[config.mk]
export PLATFORM = sky130hd
export DESIGN_NAME = reqack_demux_one2two
export DESIGN_NICKNAME = d
export VERILOG_FILES = /design/src/rtl/reqack_demux_one2two.sv
export SDC_FILE = /design/constraint.sdc
export NUM_CORES = 1
export LEC_CHECK = 0
export CORE_ASPECT_RATIO = 0.75
export CORE_MARGIN = 2
export CORE_UTILIZATION = 30
export DETAILED_ROUTE_END_ITERATION = 8
export GPL_TIMING_DRIVEN = 0
export PLACE_DENSITY = 0.53
export SYNTH_ARGS = -nofsm -noshare
export SYNTH_HDL_FRONTEND = slang
export SYNTH_SLANG_ARGS = --single-unit
[constraint.sdc]
create_clock -name clk -period 1.5 [get_ports clk]
set_input_delay 0.45 -clock clk [delete_from_list [all_inputs] [get_ports clk]]
set_output_delay 0.45 -clock clk [all_outputs]
set_load 0.02 [all_outputs]
[src/rtl/reqack_demux_one2two.sv]
// 1-to-2 steering router for 4-phase req/ack bundled-data channels.
// One producer word is delivered into a one-place buffer on consumer 0 or 1.
module reqack_demux_one2two #(
   parameter int DWIDTH = 1
) (
   input  logic              clk,
   input  logic              rst_n,
   input  logic              prod_req,
   output logic              prod_ack,
   input  logic [DWIDTH-1:0] prod_dat,
   input  logic              prod_sel,
   output logic              cons0_req,
   input  logic              cons0_ack,
   output logic [DWIDTH-1:0] cons0_dat,
   output logic              cons1_req,
   input  logic              cons1_ack,
   output logic [DWIDTH-1:0] cons1_dat,
   output logic [4:0]        o_dbg_state
);

   typedef enum logic {P_IDLE = 1'b0, P_HOLD = 1'b1} p_state_t;
   typedef enum logic [1:0] {C_IDLE = 2'd0, C_REQ = 2'd1, C_RET = 2'd2} c_state_t;

   logic              r_req_m, r_req_s;
   logic              r_ack0_m, r_ack0_s;
   logic              r_ack1_m, r_ack1_s;
   p_state_t          r_p_state;
   logic              r_prod_ack;
   c_state_t          r_c_state [2];
   logic              r_cons_req [2];
   logic [DWIDTH-1:0] r_cons_dat [2];

   logic              w_ack_s [2];
   logic              w_ch_free [2];
   logic              w_accept;

   // A channel is free only when idle and its consumer has released ack;
   // a stray ack raised while idle blocks the channel until it drops.
   always_comb begin
      w_ack_s[0]   = r_ack0_s;
      w_ack_s[1]   = r_ack1_s;
      w_ch_free[0] = (r_c_state[0] == C_IDLE) && !r_ack0_s;
      w_ch_free[1] = (r_c_state[1] == C_IDLE) && !r_ack1_s;
      w_accept     = r_req_s && !r_prod_ack && w_ch_free[prod_sel];
   end

   always_ff @(posedge clk or negedge rst_n) begin
      if (!rst_n) begin
         r_req_m    <= 1'b0;
         r_req_s    <= 1'b0;
         r_ack0_m   <= 1'b0;
         r_ack0_s   <= 1'b0;
         r_ack1_m   <= 1'b0;
         r_ack1_s   <= 1'b0;
         r_p_state  <= P_IDLE;
         r_prod_ack <= 1'b0;
         for (int k = 0; k < 2; k++) begin
            r_c_state[k]  <= C_IDLE;
            r_cons_req[k] <= 1'b0;
            r_cons_dat[k] <= '0;
         end
      end else begin
         r_req_m  <= prod_req;
         r_req_s  <= r_req_m;
         r_ack0_m <= cons0_ack;
         r_ack0_s <= r_ack0_m;
         r_ack1_m <= cons1_ack;
         r_ack1_s <= r_ack1_m;

         case (r_p_state)
            P_IDLE: if (w_accept) begin
               r_p_state  <= P_HOLD;
               r_prod_ack <= 1'b1;
            end
            P_HOLD: if (!r_req_s) begin
               r_p_state  <= P_IDLE;
               r_prod_ack <= 1'b0;
            end
            default: begin
               r_p_state  <= P_IDLE;
               r_prod_ack <= 1'b0;
            end
         endcase

         for (int k = 0; k < 2; k++) begin
            case (r_c_state[k])
               C_IDLE: if (w_accept && (prod_sel == 1'(k))) begin
                  r_c_state[k]  <= C_REQ;
                  r_cons_req[k] <= 1'b1;
                  r_cons_dat[k] <= prod_dat;
               end
               C_REQ: if (w_ack_s[k]) begin
                  r_c_state[k]  <= C_RET;
                  r_cons_req[k] <= 1'b0;
               end
               C_RET: if (!w_ack_s[k]) begin
                  r_c_state[k] <= C_IDLE;
               end
               default: begin
                  r_c_state[k]  <= C_IDLE;
                  r_cons_req[k] <= 1'b0;
               end
            endcase
         end
      end
   end

   assign prod_ack    = r_prod_ack;
   assign cons0_req   = r_cons_req[0];
   assign cons1_req   = r_cons_req[1];
   assign cons0_dat   = r_cons_dat[0];
   assign cons1_dat   = r_cons_dat[1];
   assign o_dbg_state = {r_c_state[1], r_c_state[0], r_p_state};

endmodule

# ---- Word level (Yosys, flattened, before mapping)
# Index checks and enable logic that the tools add are counted.
dict set report classes {
  reduce_logical 18
  bitwise 5
  eq_ne 12
  magnitude_cmp 1
  mux 23
}
# op n
set op_table {}
lappend op_table {{$mux W2} 6}
lappend op_table {{$ne A2 B2 Y1 const B} 6}
lappend op_table {{$pmux W2 S3} 2}
lappend op_table {{$reduce_and A3 Y1} 4}
lappend op_table {{$mux W1} 11}
lappend op_table {{$logic_and A1 B1 Y1} 6}
lappend op_table {{$pmux W1 S3} 2}
lappend op_table {{$reduce_and A2 Y1} 3}
lappend op_table {{$eq A2 B1 Y1 const B} 2}
lappend op_table {{$eq A2 B2 Y1 const B} 2}
lappend op_table {{$logic_not A2 Y1} 2}
lappend op_table {{$ne A2 B1 Y1 const B} 2}
lappend op_table {{$not A1 Y1} 4}
lappend op_table {{$pmux W1 S2} 2}
lappend op_table {{$logic_not A1 Y1} 3}
lappend op_table {{$ge A2 B2 Y1 const B} 1}
lappend op_table {{$not A1 Y2} 1}
dict set report word_totals {
  wordCells 73
  reg_bits 16
}

# ---- Depth between registers and ports, before layout
# Gate-level depths: netlist (run 1).
dict set report logic_depth {
  word_depth 9
  mapped_depth 3
  ltp_nobuf 3
}

# ---- Least setup slack after synthesis (run 1)
# Ideal clock, no wire load.
dict set report synth_path {
  path_type {register to register}
  from {reg r_c_state (netlist bit o_dbg_state[4])}
  to {reg r_cons_dat (netlist bit cons0_dat)}
  setup_ns 0.128
  t_arrival_ns 1.636
  n_path_buf 0
  synth_period_minus_slack_ns 1.764
  path_slack_ns -0.264
  path_stages_with_launch 4
  cell_sequence {dfrtp_1 or4b_4 a211oi_2 mux2_1}
}
dict set report synth_between {
  elab_chain_len 8
}
# element line
set synth_lines {}
lappend synth_lines {{start: declaration} 29} ;# c_state_t r_c_state [2];
lappend synth_lines {{start signal: indexed assignment} 58} ;# r_c_state[k] <= C_IDLE;
lappend synth_lines {{start signal: indexed assignment} 88} ;# r_c_state[k] <= C_REQ;
lappend synth_lines {{start signal: indexed assignment} 93} ;# r_c_state[k] <= C_RET;
lappend synth_lines {{$logic_not A2 Y1} 43} ;# w_ch_free[1] = (r_c_state[1] == C_IDLE) && !r_ack1_s;
lappend synth_lines {{$logic_and A1 B1 Y1} 43}
lappend synth_lines {{$mux W1 (not written as such) (3 in series)} 44} ;# w_accept = r_req_s && !r_prod_ack && w_ch_free[prod_sel];
lappend synth_lines {{$logic_and A1 B1 Y1} 44}
lappend synth_lines {{$logic_and A1 B1 Y1} 87} ;# C_IDLE: if (w_accept && (prod_sel == 1'(k))) begin
lappend synth_lines {{$reduce_and A2 Y1 (no source line)} --}
lappend synth_lines {{end signal: indexed assignment} 90} ;# r_cons_dat[k] <= prod_dat;
lappend synth_lines {{end: declaration} 31} ;# logic [DWIDTH-1:0] r_cons_dat [2];
# Every way passes these cells. The select of a mux whose other input is x is not followed.
# A chain may end at the register's enable or synchronous reset.

# ---- Worst setup path in the final report (run 1)
dict set report layout_path {
  from {reg r_c_state (netlist bit o_dbg_state[3])}
  to {reg r_cons_dat (netlist bit cons0_dat)}
}
# The elaborated chain is that of the path after synthesis.

==> results of run 1 <==
stage by stage:
stage,std cells,instance area (sq um),worst slack [ns],setup TNS [ns]
after floorplan,46,626,-0.183,-0.304
after global placement,86,816,-0.692,-2.51
after detailed placement,86,816,-0.682,-2.44
after CTS,98,923,-0.197,-0.296
after global routing,99,931,-0.213,-0.604
final,99,931,-0.169,-0.367
power by group through the flow:
stage | registers, W | clock network [W] | logic, W
6_report | 0.000578 | 0.000279 | 0.000489
5_1_grt | 0.000593 | 0.000317 | 0.000531
4_1_cts | 0.000580 | 0.000294 | 0.000486
3_5_place_dp | 0.000600 | 0 | 0.000426
3_3_place_gp | 0.000599 | 0 | 0.000424
2_1_floorplan | 0.000687 | 0 | 0.000122
layer usage:
metal | vias to the layer above | wire length [um] | track usage
li1 | 219 | - | -
met1 | 213 | 583 | 0.146
met2 | 12 | 472 | 0.160
met3 | 0 | 57 | 0.0567
met4 | 0 | 0 | 0.0286
met5 | - | 0 | 0
worst register-to-register path: stages, from the launching register on:
cell      delay (ns)
dfrtp_2         0.42
or4b_4          0.55
a211oi_4        0.27
mux2_4          0.32
final cells by class:
cell class	instances	area, sq um
well taps	24	30.0
inverters	2	7.51
plain buffers	1	7.51
multi-input cells	27	238
repair buffers	25	209
flip-flops and latches	16	403
fillers	211	1050
clock buffers	4	36.3
what timing repair did:
item | 4_1_cts | 5_1_grt
endpoints found under the setup margin | 15 | 10
buffers inserted | 8 | 2
pin swaps | 3 | 3
hold buffers | 0 | 0
gates resized for setup | 27 | 8
cell families (layout without fill, tap and decap cells):
logic type,Yosys count,count (layout),share of synthesized area
mux,2,2,0.0361
buf+inv,3,32,0.0241
flops,16,16,0.643
simple gates,12,12,0.149
compound gates,12,12,0.135
xor+xnor,1,1,0.0141
layout by cell type, fill, tap and decap left out:
master           synthesis  layout
clkbuf_2                 0       2
nand2_1                  1       1
nand2b_1                 2       2
or2_2                    1       1
xor2_1                   1       1
mux2_4                   0       2
a21boi_0                 1       1
dfrtp_1                 16      14
a211oi_4                 0       1
clkdlybuf4s15_1          0       1
or3b_4                   0       1
buf_2                    0       1
or3_1                    1       1
a21oi_2                  0       1
a21o_1                   4       4
buf_4                    1      10
or2b_2                   1       1
or4_1                    1       1
buf_6                    0       2
nor2_1                   1       1
a21oi_1                  2       1
clkbuf_4                 0       3
o21ai_0                  3       3
dfrtp_2                  0       2
or4b_4                   1       1
clkdlybuf4s50_1          0       5
nor4b_4                  0       1
and2_1                   1       1
inv_1                    2       2
dlygate4sd2_1            0       5
clkbuf_8                 0       1
a211o_1                  1       1
path summary, 6_finish.rpt:
path / startpoint / end / slack [ns] / cells past startpoint
min reg2reg: r_req_m$_DFF_PN0_ / r_req_s$_DFF_PN0_ / 0.34 / 0
max: o_dbg_state[3]$_DFFE_PN0P_ / cons0_dat$_DFFE_PN0P_ / -0.17 / 3
min: r_req_m$_DFF_PN0_ / r_req_s$_DFF_PN0_ / 0.34 / 0
max in group asynchronous: rst_n / o_dbg_state[3]$_DFFE_PN0P_ / 0.47 / 1
min in group asynchronous: rst_n / r_req_s$_DFF_PN0_ / 0.57 / 1
max reg2reg: o_dbg_state[3]$_DFFE_PN0P_ / cons0_dat$_DFFE_PN0P_ / -0.17 / 3
==> results.ini, run 1 <==
[outcome]
status=complete, but fails checks
violations=negative setup slack

[grt]
grt_pass1_wl_mm=2.00
grt_pass1_vias=442
grt_usage=0.110
overflow=0
grt_max_degree=17
antenna_found_initial=0

[worst_setup_path]
worstPathMaxFanout=2
critPathCaptureType=register
path_buf_inv=0
critical_path.top_delay_family=simple AND/OR/NAND/NOR gates
crit_type=reg2reg
critical_path_arrival_ns=1.84
cp.required_ns=1.67
cpPeakStageDelay_ns=0.55
startpoint_type=register
crit_chain=or4b_4 -> a211oi_4 -> mux2_4
slowest_stage=or4b_4

[finish]
fin_util=0.470
drive_gt1_frac=0.400
syn2layout_area_growth_pct=49.4
largest_reg_flops=4
nets=83
diodes=0

[power]
p_int_w=0.000925
clockPowerShare=0.207
power.share.combinational=0.363
p_leak_nw=0.447
netSwitchingFraction=0.312
ir_drop_mv=0.823
p_seq_frac=0.429
p_sw_w=0.000420
power.total_w=0.00135
powerDensity_nw_per_um2=1450

[clocking]
cts_buffers=3
cts_sinks=16
clock-root-buffer=clkbuf_4
cts_tree=built
ctsHtreeMaxLevel=1
clk_pin_slew_ns=0.10
cts.path.max_buffers=2
clock_latency_ns=0.28

[yosys]
yosys-top-cells-area=dfrtp_1 (64%), a21o_1 (4.8%), mux2_1 (3.6%)
synthCells=46
ys_types=22
async_reset_ff_frac=1.00
synth_top_area_share=0.643
synth_area_leader_cell=dfrtp_1
syn-num-nets=53
synth_flop_cell=dfrtp_1
synth_area_sq_um=623
ys_seq_elements=16
yosysSeqAreaShare=0.643
synth.most_common_cell=dfrtp_1
syn-mean-instance-area_sq_um=13.5
synth_common_cells=dfrtp_1 (16), a21o_1 (4), o21ai_0 (3)
synth_enable_flop_cells=0
ys_warn_count=0

[floorplan]
dieWidth_um=56.6
row_count=14
ios=17
coreArea_sq_um=1980
dieHeight_um=43.5
floorplan.die_area_sq_um=2460
floorplan.initialDensity=0.315

[route]
wire_per_inst_um=11.2
drtIter0Drc=6
drc=0
routed_wl_mm=1.11
ant_nets=0
vias_per_cell=4.48
vias=444
firstDrtPassIters=4

[worst_hold_path]
hold_path_class=reg2reg

[sta]
max-slew-margin-rel=0.551
post-route-period-util=1.11
rsz0062_at_grt=true
worst_slew_pin_slew_ns=0.672
slew_viol_final=0
max_freq_mhz=599
finClkSkew_ns=0.00837
finalHoldViolations=0
holdWs_ns=0.343
setup_viol=4
setup_ws_ns=-0.169
period_needed_ns=1.67

[placed_design]
dp_hpwl_um=739
portBuffers=16
gp_congestion=0.709

[flow_run]
cap_violations=0

No activity file was read; power rests on OpenSTA's default activity.
==> run 2, diff against run 1 <==
- CAP_MARGIN: unset -> 20
==> results of run 2 <==
The final DEF is identical to that of run 1; final timing and power are the same.
